===== src/rtl/flex_bit_timer.sv =====
// ---------------------------------------------------------------------------
// flex_bit_timer
// Bit/packet timing controller for the serial receiver datapath.
// Emits a one-cycle shift_strobe every P clocks and a packet_done pulse
// together with the B-th strobe. P and B are sampled from bit_period and
// packet_bits when a packet starts and held for the whole packet.
// Dropping enable_timer during a packet aborts it without any strobe.
//
// Optional feature macro: FLEX_TIMER_HALF_BIT_EN
//   When defined, the first bit interval of every packet is P + (P >> 1)
//   clocks so that sampling lands mid-bit after start-edge detection.
//
// Ports:
//   clk           system clock, rising edge
//   n_rst         asynchronous active-low reset
//   enable_timer  level: high starts/continues a packet, low aborts
//   bit_period    clocks per bit (0 treated as 1), sampled at packet start
//   packet_bits   bits per packet (0 treated as 1), sampled at packet start
//   shift_strobe  one-cycle pulse at each bit boundary (registered)
//   packet_done   one-cycle pulse with the final strobe (registered)
//   bit_index     strobes issued in the current packet (registered)
//   busy          high while a packet is being timed (registered)
// ---------------------------------------------------------------------------
module flex_bit_timer #(
    parameter int CNT_WIDTH = 8,
    parameter int BIT_WIDTH = 4
) (
    input  logic                 clk,
    input  logic                 n_rst,
    input  logic                 enable_timer,
    input  logic [CNT_WIDTH-1:0] bit_period,
    input  logic [BIT_WIDTH-1:0] packet_bits,
    output logic                 shift_strobe,
    output logic                 packet_done,
    output logic [BIT_WIDTH-1:0] bit_index,
    output logic                 busy
);

`ifdef FLEX_TIMER_HALF_BIT_EN
    // One extra bit so P + P/2 cannot overflow the clock counter.
    localparam int CW = CNT_WIDTH + 1;
`else
    localparam int CW = CNT_WIDTH;
`endif

    localparam logic [CNT_WIDTH-1:0] P_ONE   = {{(CNT_WIDTH-1){1'b0}}, 1'b1};
    localparam logic [BIT_WIDTH-1:0] B_ONE   = {{(BIT_WIDTH-1){1'b0}}, 1'b1};
    localparam logic [CW-1:0]        CNT_ONE = {{(CW-1){1'b0}}, 1'b1};

    typedef enum logic [0:0] {
        IDLE  = 1'b0,
        COUNT = 1'b1
    } state_t;

    state_t               state_r, state_s;
    logic [CNT_WIDTH-1:0] p_r, p_s;
    logic [BIT_WIDTH-1:0] b_r, b_s;
    logic [CW-1:0]        cnt_r, cnt_s;
    logic [CW-1:0]        thr_s;
    logic [BIT_WIDTH-1:0] idx_r, idx_s;
    logic [BIT_WIDTH-1:0] idx_inc_s;
    logic                 strobe_r, strobe_s;
    logic                 done_r, done_s;
    logic                 busy_r, busy_s;

    // Terminal count for the current bit interval.
    always_comb begin
        thr_s = {CW{1'b0}};
`ifdef FLEX_TIMER_HALF_BIT_EN
        // No strobe issued yet means we are still in the stretched first bit.
        if (idx_r == {BIT_WIDTH{1'b0}}) begin
            thr_s = {1'b0, p_r} + {2'b00, p_r[CNT_WIDTH-1:1]};
        end else begin
            thr_s = {1'b0, p_r};
        end
`else
        thr_s = p_r;
`endif
    end

    // Next-state and next-output logic for the packet FSM.
    always_comb begin
        state_s   = state_r;
        p_s       = p_r;
        b_s       = b_r;
        cnt_s     = cnt_r;
        idx_s     = idx_r;
        busy_s    = busy_r;
        strobe_s  = 1'b0;
        done_s    = 1'b0;
        idx_inc_s = idx_r + B_ONE;
        case (state_r)
            IDLE: begin
                if (enable_timer) begin
                    state_s = COUNT;
                    p_s     = (bit_period == {CNT_WIDTH{1'b0}}) ? P_ONE : bit_period;
                    b_s     = (packet_bits == {BIT_WIDTH{1'b0}}) ? B_ONE : packet_bits;
                    cnt_s   = CNT_ONE;
                    idx_s   = {BIT_WIDTH{1'b0}};
                    busy_s  = 1'b1;
                end else begin
                    // bit_index keeps the last packet's count while idle.
                    state_s = IDLE;
                end
            end
            COUNT: begin
                if (!enable_timer) begin
                    // Abort wins over any strobe due on this edge.
                    state_s = IDLE;
                    cnt_s   = {CW{1'b0}};
                    idx_s   = {BIT_WIDTH{1'b0}};
                    busy_s  = 1'b0;
                end else if (cnt_r == thr_s) begin
                    cnt_s    = CNT_ONE;
                    idx_s    = idx_inc_s;
                    strobe_s = 1'b1;
                    if (idx_inc_s == b_r) begin
                        done_s  = 1'b1;
                        state_s = IDLE;
                        busy_s  = 1'b0;
                        cnt_s   = {CW{1'b0}};
                    end else begin
                        state_s = COUNT;
                    end
                end else begin
                    cnt_s = cnt_r + CNT_ONE;
                end
            end
            default: begin
                state_s = IDLE;
                cnt_s   = {CW{1'b0}};
                idx_s   = {BIT_WIDTH{1'b0}};
                busy_s  = 1'b0;
            end
        endcase
    end

    // State, configuration, counter and output registers.
    always_ff @(posedge clk or negedge n_rst) begin
        if (!n_rst) begin
            state_r  <= IDLE;
            p_r      <= {CNT_WIDTH{1'b0}};
            b_r      <= {BIT_WIDTH{1'b0}};
            cnt_r    <= {CW{1'b0}};
            idx_r    <= {BIT_WIDTH{1'b0}};
            strobe_r <= 1'b0;
            done_r   <= 1'b0;
            busy_r   <= 1'b0;
        end else begin
            state_r  <= state_s;
            p_r      <= p_s;
            b_r      <= b_s;
            cnt_r    <= cnt_s;
            idx_r    <= idx_s;
            strobe_r <= strobe_s;
            done_r   <= done_s;
            busy_r   <= busy_s;
        end
    end

    assign shift_strobe = strobe_r;
    assign packet_done  = done_r;
    assign bit_index    = idx_r;
    assign busy         = busy_r;

endmodule


===== config.mk =====
export PLATFORM = sky130hd
export DESIGN_NAME = flex_bit_timer
export DESIGN_NICKNAME = d
export VERILOG_FILES = /design/src/rtl/flex_bit_timer.sv
export SDC_FILE = /design/constraint.sdc
export NUM_CORES = 1
export LEC_CHECK = 0
export BUFFER_PORTS_ARGS = -buffer_cell sky130_fd_sc_hd__buf_2
export CAP_MARGIN = 20
export CORE_UTILIZATION = 55
export DETAILED_ROUTE_END_ITERATION = 8
export PLACE_DENSITY = 0.78
export SYNTH_ARGS = -nofsm -noshare
export SYNTH_HDL_FRONTEND = slang
export SYNTH_SLANG_ARGS = --single-unit

===== constraint.sdc =====
create_clock -name clk -period 3.2 [get_ports clk]
set_input_delay 0.96 -clock clk [delete_from_list [all_inputs] [get_ports clk]]
set_output_delay 0.96 -clock clk [all_outputs]
set_load 0.05 [all_outputs]

==> results of run 1 <==
[metal layers]
layer / GRT usage / up-vias / part of all wire
li1: - / 503 / -
met1: 0.277 / 471 / 0.47
met2: 0.319 / 21 / 0.49
met3: 0.0348 / 2 / 0.027
met4: 0.0658 / 0 / 0.0082
met5: 0 / - / 0
[through the flow]
stage                     worst slack (ns)  std cells
after floorplan                       1.20        129
after global placement                1.06        178
after detailed placement              1.02        178
after CTS                             1.11        182
after global routing                  1.07        182
final                                 1.11        182
[synthesized netlist by cell type, drive strengths merged, types with 3 or more instances]
cell,number
nor3,4
mux2,11
inv,4
dfrtp,28
o21ai,5
nor2,6
a21oi,6
nand3,6
nand2,13
xnor2,16
nor4,3
o32ai,7
xor2,7
[final cells by class]
type / count / area, µm² / share of cell area
Inverter: 4 / 15.0 / 0.00946
Tap cell: 30 / 37.5 / 0.0236
Multi-Input combinational cell: 94 / 686 / 0.432
Sequential cell: 28 / 701 / 0.441
Clock buffer: 4 / 36.3 / 0.0229
Timing Repair Buffer: 22 / 113 / 0.0709
[cell families after synthesis]
group	after synthesis	synth area share
simple gates	37	0.134
fa+ha+maj	2	0.0177
flops	28	0.495
buf+inv	7	0.0212
mux	12	0.0945
xor+xnor	23	0.142
compound gates	20	0.0954
[power groups by stage]
stage	Sequential, µW	Combinational, µW	Clock (µW)
after floorplan	413	80.3	0
after global placement	415	110	0
after detailed placement	416	115	0
after CTS	409	115	175
after global routing	413	125	182
final	409	113	166
[worst min-delay path by stage]
stage            from  endpoint  slack (ns)  depth (start not counted)
6_report       b_r[2]    b_r[2]        0.55                          1
5_1_grt        b_r[3]    b_r[3]        0.58                          1
4_1_cts          busy      busy        0.56                          1
3_5_place_dp     busy      busy        0.53                          1
3_3_place_gp   p_r[5]    p_r[5]        0.51                          1
2_1_floorplan  b_r[1]    b_r[1]        0.50                          1
[registers in the layout, indices dropped and copies added (netlist names)]
name,count
state_r,1
p_r,8
cnt_r,8
busy,1
bit_index,4
b_r,4
packet_done,1
shift_strobe,1
[cell usage in the layout (no fill, tap or decap)]
master,instances
inv_1,4
nor2_2,1
o21ai_0,4
nand4_1,2
xor2_1,7
mux2_2,11
nand3_1,6
nor4_1,2
xnor2_1,16
a21oi_2,1
a31oi_1,1
buf_2,21
ha_1,2
clkbuf_4,3
dfrtp_1,28
o32ai_1,7
nand2_1,13
nor3_1,4
nor2_1,5
a211o_1,1
mux2i_1,1
and2_2,1
and3_1,2
a21oi_1,5
clkbuf_8,1
buf_4,1
o21ai_1,1
nor4_4,1
==> results.ini, run 1 <==
[floorplan]
coreArea_um2 = 2450
die_w_um = 52.7
die_h_um = 52.7
num_rows = 18
initial_core_util = 0.577
ios = 22
die-area_um2 = 2780

[cells_and_area]
drive_gt1_frac = 0.270
final_area_um2 = 1590
nFillCells = 207
final_nets = 170
area_growth_pct = 12.1
n_antenna_cell = 0
postLayoutCoreUtil = 0.647

[timing]
clock.fmax_mhz = 479
worst_pin_slew_ns = 0.589
hold_viol = 0
setup_tns_ns = 0
slew_violations = 0
setup_viol = 0
fin_crit_ns = 2.09
period_share = 0.652
slew_headroom = 0.608
rsz0062_at_grt = false
whs_ns = 0.551
skew_ns = 0.00225

[drt]
dr.pass1.iters = 4
drcViolationCount = 0
drtAntennaViolNets = 0
wl_per_cell_um = 13.4
vias_per_cell = 5.48
routed_wl_um = 2450
drtIter0Drc = 11
vias = 997

[worst_setup_path]
r2r_cells = 5
critPathLaunchType = register
crit_required_ns = 2.24
crit_cells = 1
crit_start = bit_index[0]
reg2reg_setup_slack_ns = 1.37
cpPeakStageDelay_ns = 0.50
r2r_start = bit_index[0]
cp_max_fo = 6
worstSetupEndpointType = output pin
rr_endpoint = cnt_r[0]
cp-endpoint = bit_index[0]
worstSetupPathType = reg2out
crit_buf_inv = 1
critPathArrivalTime_ns = 1.13
slowest_stage = dfrtp_1
critPathTopFamily = flip-flops
cp_cell_sequence = buf_2

[power]
clockPowerShare = 0.241
finalPower_uw = 688
cellPowerDensity_nw_per_um2 = 433
combPwrFrac = 0.164
p_sw_uw = 181
irDropWorstVdd_mv = 0.391
p_int_uw = 507
p_leak_uw = 0.000670
swShare = 0.264
power_frac_seq = 0.594

[clock_network]
cts_setup_buffers = 0
hold_buffers = 0
cts_tree = done
clock_path_buffers = 2
cts_buffers = 3
cts.clk_slew.worst_paths_ns = 0.14
h-tree-depth = 1
cts_resized = 0
insertion_delay_ns = 0.31
clkSinkCount = 28
cts_root_buffer = clkbuf_4

[yosys]
synth_ff_type = dfrtp_1
syn_inst = 129
synth.largest_area_cell = dfrtp_1
syn-num-nets = 146
synthTopCellsByArea = dfrtp_1 49%, xnor2_1 9.9%, mux2_2 8.7%, o32ai_1 4.3%, xor2_1 4.3%
synth_edf_count = 0
syn-mean-instance-area_um2 = 11.0
yosys_warnings = 0
ys_seq_area_frac = 0.495
async_flop_share = 1.00
synth_cell_types = 26
syn_area_um2 = 1420
ys_seq_elements = 28
synth_top_area_share = 0.495

[placed_design]
place.gp.congestion = 0.797
placed_area_um2 = 1550
hpwl_um = 1880
port_buffers = 21

[grt]
grt_max_degree = 29
grt_overflow = 0
first_global_vias = 924
antenna_found_initial = 0
grtUsageTotal = 0.201
grt_pass1_wl_um = 4090

[min_path]
holdCritPathClass = reg2reg

[status]
status = finished, final reports clean

[job]
drv_cap = 0

(Power assumes the default switching activity.)
==> run 2, diff against run 1 <==
--- a/config.mk
+++ b/config.mk
@@ -5,11 +5,12 @@
 export SDC_FILE = /design/constraint.sdc
 export NUM_CORES = 1
 export LEC_CHECK = 0
+export ABC_AREA = 1
 export BUFFER_PORTS_ARGS = -buffer_cell sky130_fd_sc_hd__buf_2
 export CAP_MARGIN = 20
-export CORE_UTILIZATION = 55
+export CORE_UTILIZATION = 50
 export DETAILED_ROUTE_END_ITERATION = 8
-export PLACE_DENSITY = 0.78
+export PLACE_DENSITY = 0.74
 export SYNTH_ARGS = -nofsm -noshare
 export SYNTH_HDL_FRONTEND = slang
 export SYNTH_SLANG_ARGS = --single-unit
==> constraint.sdc (replaced) <==
create_clock -name clk -period 1.79 [get_ports clk]
set_input_delay 0.537 -clock clk [delete_from_list [all_inputs] [get_ports clk]]
set_output_delay 0.537 -clock clk [all_outputs]
set_load 0.05 [all_outputs]
==> run 2 against run 1 <==
Compared with the run above:
- the flow now finishes with violations (DRC)
- global-route usage down 0.46 points
- first-iteration DRC count grew to 4.9 times the previous value
- synthesized cell count increased by 53%
- design area up 5.9%
- clock skew increased by 0.0038 ns
- worst hold slack got worse by 0.35 ns
- clock power grew 82%
- core utilization decreased by 4.7 points
- combinational power rose to 6.7 times the previous value
- routed wire length increased by 16%
- clock-buffer cell count stayed put
- synthesized area up 5.5%
==> results.ini, run 2 <==
[worst_setup_path]
cp-endpoint = bit_index[2]
crit_start = bit_index[2]
critPathLaunchType = register
crit_buf_inv = 1  ; unchanged
critPathArrivalTime_ns = 1.14  ; about the same
cpPeakStageDelay_ns = 0.51  ; about the same
critPathTopFamily = flip-flops
worstSetupEndpointType = output pin
reg2reg_setup_slack_ns = 0.26  ; -1.11 ns
cp_max_fo = 8  ; +2
worstSetupPathType = reg2out
slowest_stage = dfrtp_1
r2r_cells = 10  ; +5
r2r_start = bit_index[0]
crit_required_ns = 1.25  ; -0.99 ns
cp_cell_sequence = buf_2
rr_endpoint = busy
crit_cells = 1  ; unchanged

[clock_network]
cts_resized = 0  ; unchanged
hold_buffers = 0  ; unchanged
cts.clk_slew.worst_paths_ns = 0.14  ; about the same
cts_setup_buffers = 0  ; unchanged
clock_path_buffers = 2  ; unchanged
clkSinkCount = 28  ; unchanged
cts_buffers = 3  ; unchanged
cts_tree = done
cts_root_buffer = clkbuf_4
insertion_delay_ns = 0.32  ; about the same
h-tree-depth = 1  ; unchanged

[cells_and_area]
final_nets = 241  ; +42%
nFillCells = 274  ; +32%
final_common_cell = nand2_1
n_antenna_cell = 0  ; unchanged
drive_gt1_frac = 0.161  ; -0.108
reg_top3 = cnt_r x8, p_r x8
area_growth_pct = 12.6
fin_cells = 254  ; +40%
postLayoutCoreUtil = 0.599  ; -0.0473
final_cell_mix = 73 x nand2_1, 29 x inv_1, 28 x dfrtp_1

[yosys]
synth.largest_area_cell = dfrtp_1
syn-mean-instance-area_um2 = 7.55  ; -31%
synth_cell_types = 23  ; -12%
yosys_warnings = 0  ; unchanged
synth.most_common_cell = nand2_1
ys_seq_area_frac = 0.469  ; -0.0257
syn_inst = 198  ; +53%
synth_top_area_share = 0.469  ; -0.0257
synthTopCellsByArea = dfrtp_1 47%, nand2_1 18%, inv_1 7.3%, nand3_1 4.7%, o21ai_0 4.4%
synth_ff_type = dfrtp_1
ys_seq_elements = 28  ; unchanged
synth_edf_count = 0  ; unchanged
synth_common_cells = 73 x nand2_1, 29 x inv_1, 28 x dfrtp_1, 14 x nand3_1, 13 x o21ai_0
async_flop_share = 1.00  ; unchanged
syn_area_um2 = 1490  ; +5.5%
syn-num-nets = 215  ; +47%

[floorplan]
initial_core_util = 0.533  ; -0.0444
num_rows = 19  ; +1
die_h_um = 56.7  ; +7.4%
die_w_um = 56.7  ; +7.4%
coreArea_um2 = 2810  ; +14%
die-area_um2 = 3210  ; +15%
ios = 22  ; unchanged

[timing]
period_share = 0.937
skew_ns = 0.00607  ; +0.00382 ns
rsz0062_at_grt = false
setup_ws_ns = 0.113  ; -1.00 ns
setup_viol = 0  ; unchanged
worst_pin_slew_ns = 0.604  ; +0.0156 ns
hold_viol = 0  ; unchanged
setup_tns_ns = 0  ; unchanged
fin_crit_ns = 1.68
slew_violations = 0  ; unchanged
slew_headroom = 0.597  ; -0.0104
clock.fmax_mhz = 596

[drt]
drtAntennaViolNets = 0  ; unchanged
wl_per_cell_um = 11.2  ; -17%
drcViolationCount = 4  ; +4
dr.pass1.iters = 6  ; +2
routed_wl_um = 2840  ; +16%
vias = 1285  ; +29%
drtIter0Drc = 54  ; +43
vias_per_cell = 5.06  ; -7.6%

[grt]
grt_overflow = 0  ; unchanged
first_global_vias = 1134  ; +23%
antenna_found_initial = 0  ; unchanged
grt_max_degree = 29  ; unchanged
grtUsageTotal = 0.197  ; -0.00459
grt_pass1_wl_um = 4880  ; +19%

[power]
combPwrFrac = 0.377  ; +0.213
swShare = 0.396  ; +0.132
p_leak_uw = 0.000903  ; +35%
finalPower_uw = 2000  ; +190%
p_sw_uw = 793  ; +340%
cellPowerDensity_nw_per_um2 = 1190  ; +170%
irDropWorstVdd_mv = 0.624  ; +59%
p_int_uw = 1210  ; +140%
clockPowerShare = 0.151  ; -0.090
power_frac_seq = 0.472  ; -0.122

[status]
violations = DRC
status = complete, but fails checks

[placed_design]
hpwl_um = 2200  ; +17%
dp.cells = 250  ; +40%
place.gp.congestion = 0.778  ; -2.3%
port_buffers = 21  ; unchanged
pre_cts_ws_ns = 0.283  ; -0.739 ns

[min_path]
holdCritPathClass = in2async

[job]
drv_cap = 0  ; unchanged

==> run 2: cell count changes in the layout (fill, tap and decap cells not counted), moves of 3 or more <==
cell / change
inv_1: +25
o32ai_1: -7
o22ai_1: +5
xor2_1: -4
nand2_4: +3
nand2_1: +60
o21ai_0: +9
xnor2_1: -13
mux2_2: -11
nand3_1: +8
==> run 2: logic make-up (layout without fill, tap and decap cells) <==
logic type               Yosys count  count (layout)  share of synthesized area
AO/OA/AOI/OAI                     22              22                     0.0779
XOR/XNOR                           6               6                     0.0352
adder cells (fa/ha/maj)            2               2                     0.0167
buffers and inverters             34              59                     0.0854
flip-flops                        28              28                      0.469
AND/OR/NAND/NOR                  106             106                      0.316
==> run 2: worst min-delay path by stage <==
stage                 from  slack [ns]       end
floorplan            n_rst        0.24    b_r[0]
global placement    p_r[6]        0.48    p_r[6]
detailed placement  p_r[3]        0.50    p_r[3]
CTS                  n_rst        0.21  cnt_r[0]
global route         n_rst        0.23    p_r[2]
finish               n_rst        0.20  cnt_r[0]
==> run 2: layer usage <==
metal,share of wire,vias to the layer above,GRT usage
li1,-,671,-
met5,0,-,0
met4,0.0095,0,0.0536
met2,0.42,42,0.298
met3,0.063,5,0.0207
met1,0.51,567,0.299
==> run 2: final cells by class <==
class	instances	area, µm²	area share
Sequential cell	28	701	0.417
Clock buffer	4	36.3	0.0216
Tap cell	31	38.8	0.0231
Inverter	32	120	0.0714
Timing Repair Buffer	23	120	0.0714
Multi-Input combinational cell	136	666	0.396
==> run 2: power groups by stage <==
stage / clock network, µW / registers (µW) / logic [µW]
6_report: 302 / 945 / 756
5_1_grt: 343 / 966 / 868
4_1_cts: 313 / 942 / 764
3_5_place_dp: 0 / 957 / 761
3_3_place_gp: 0 / 949 / 753
2_1_floorplan: 0 / 970 / 547
==> run 2: through the flow <==
step                      instance area, µm²  hold slack, ns
after global routing                    1680           0.228
final                                   1680           0.198
after floorplan                         1490           0.241
after detailed placement                1650           0.505
after global placement                  1650           0.480
after CTS                               1680           0.214
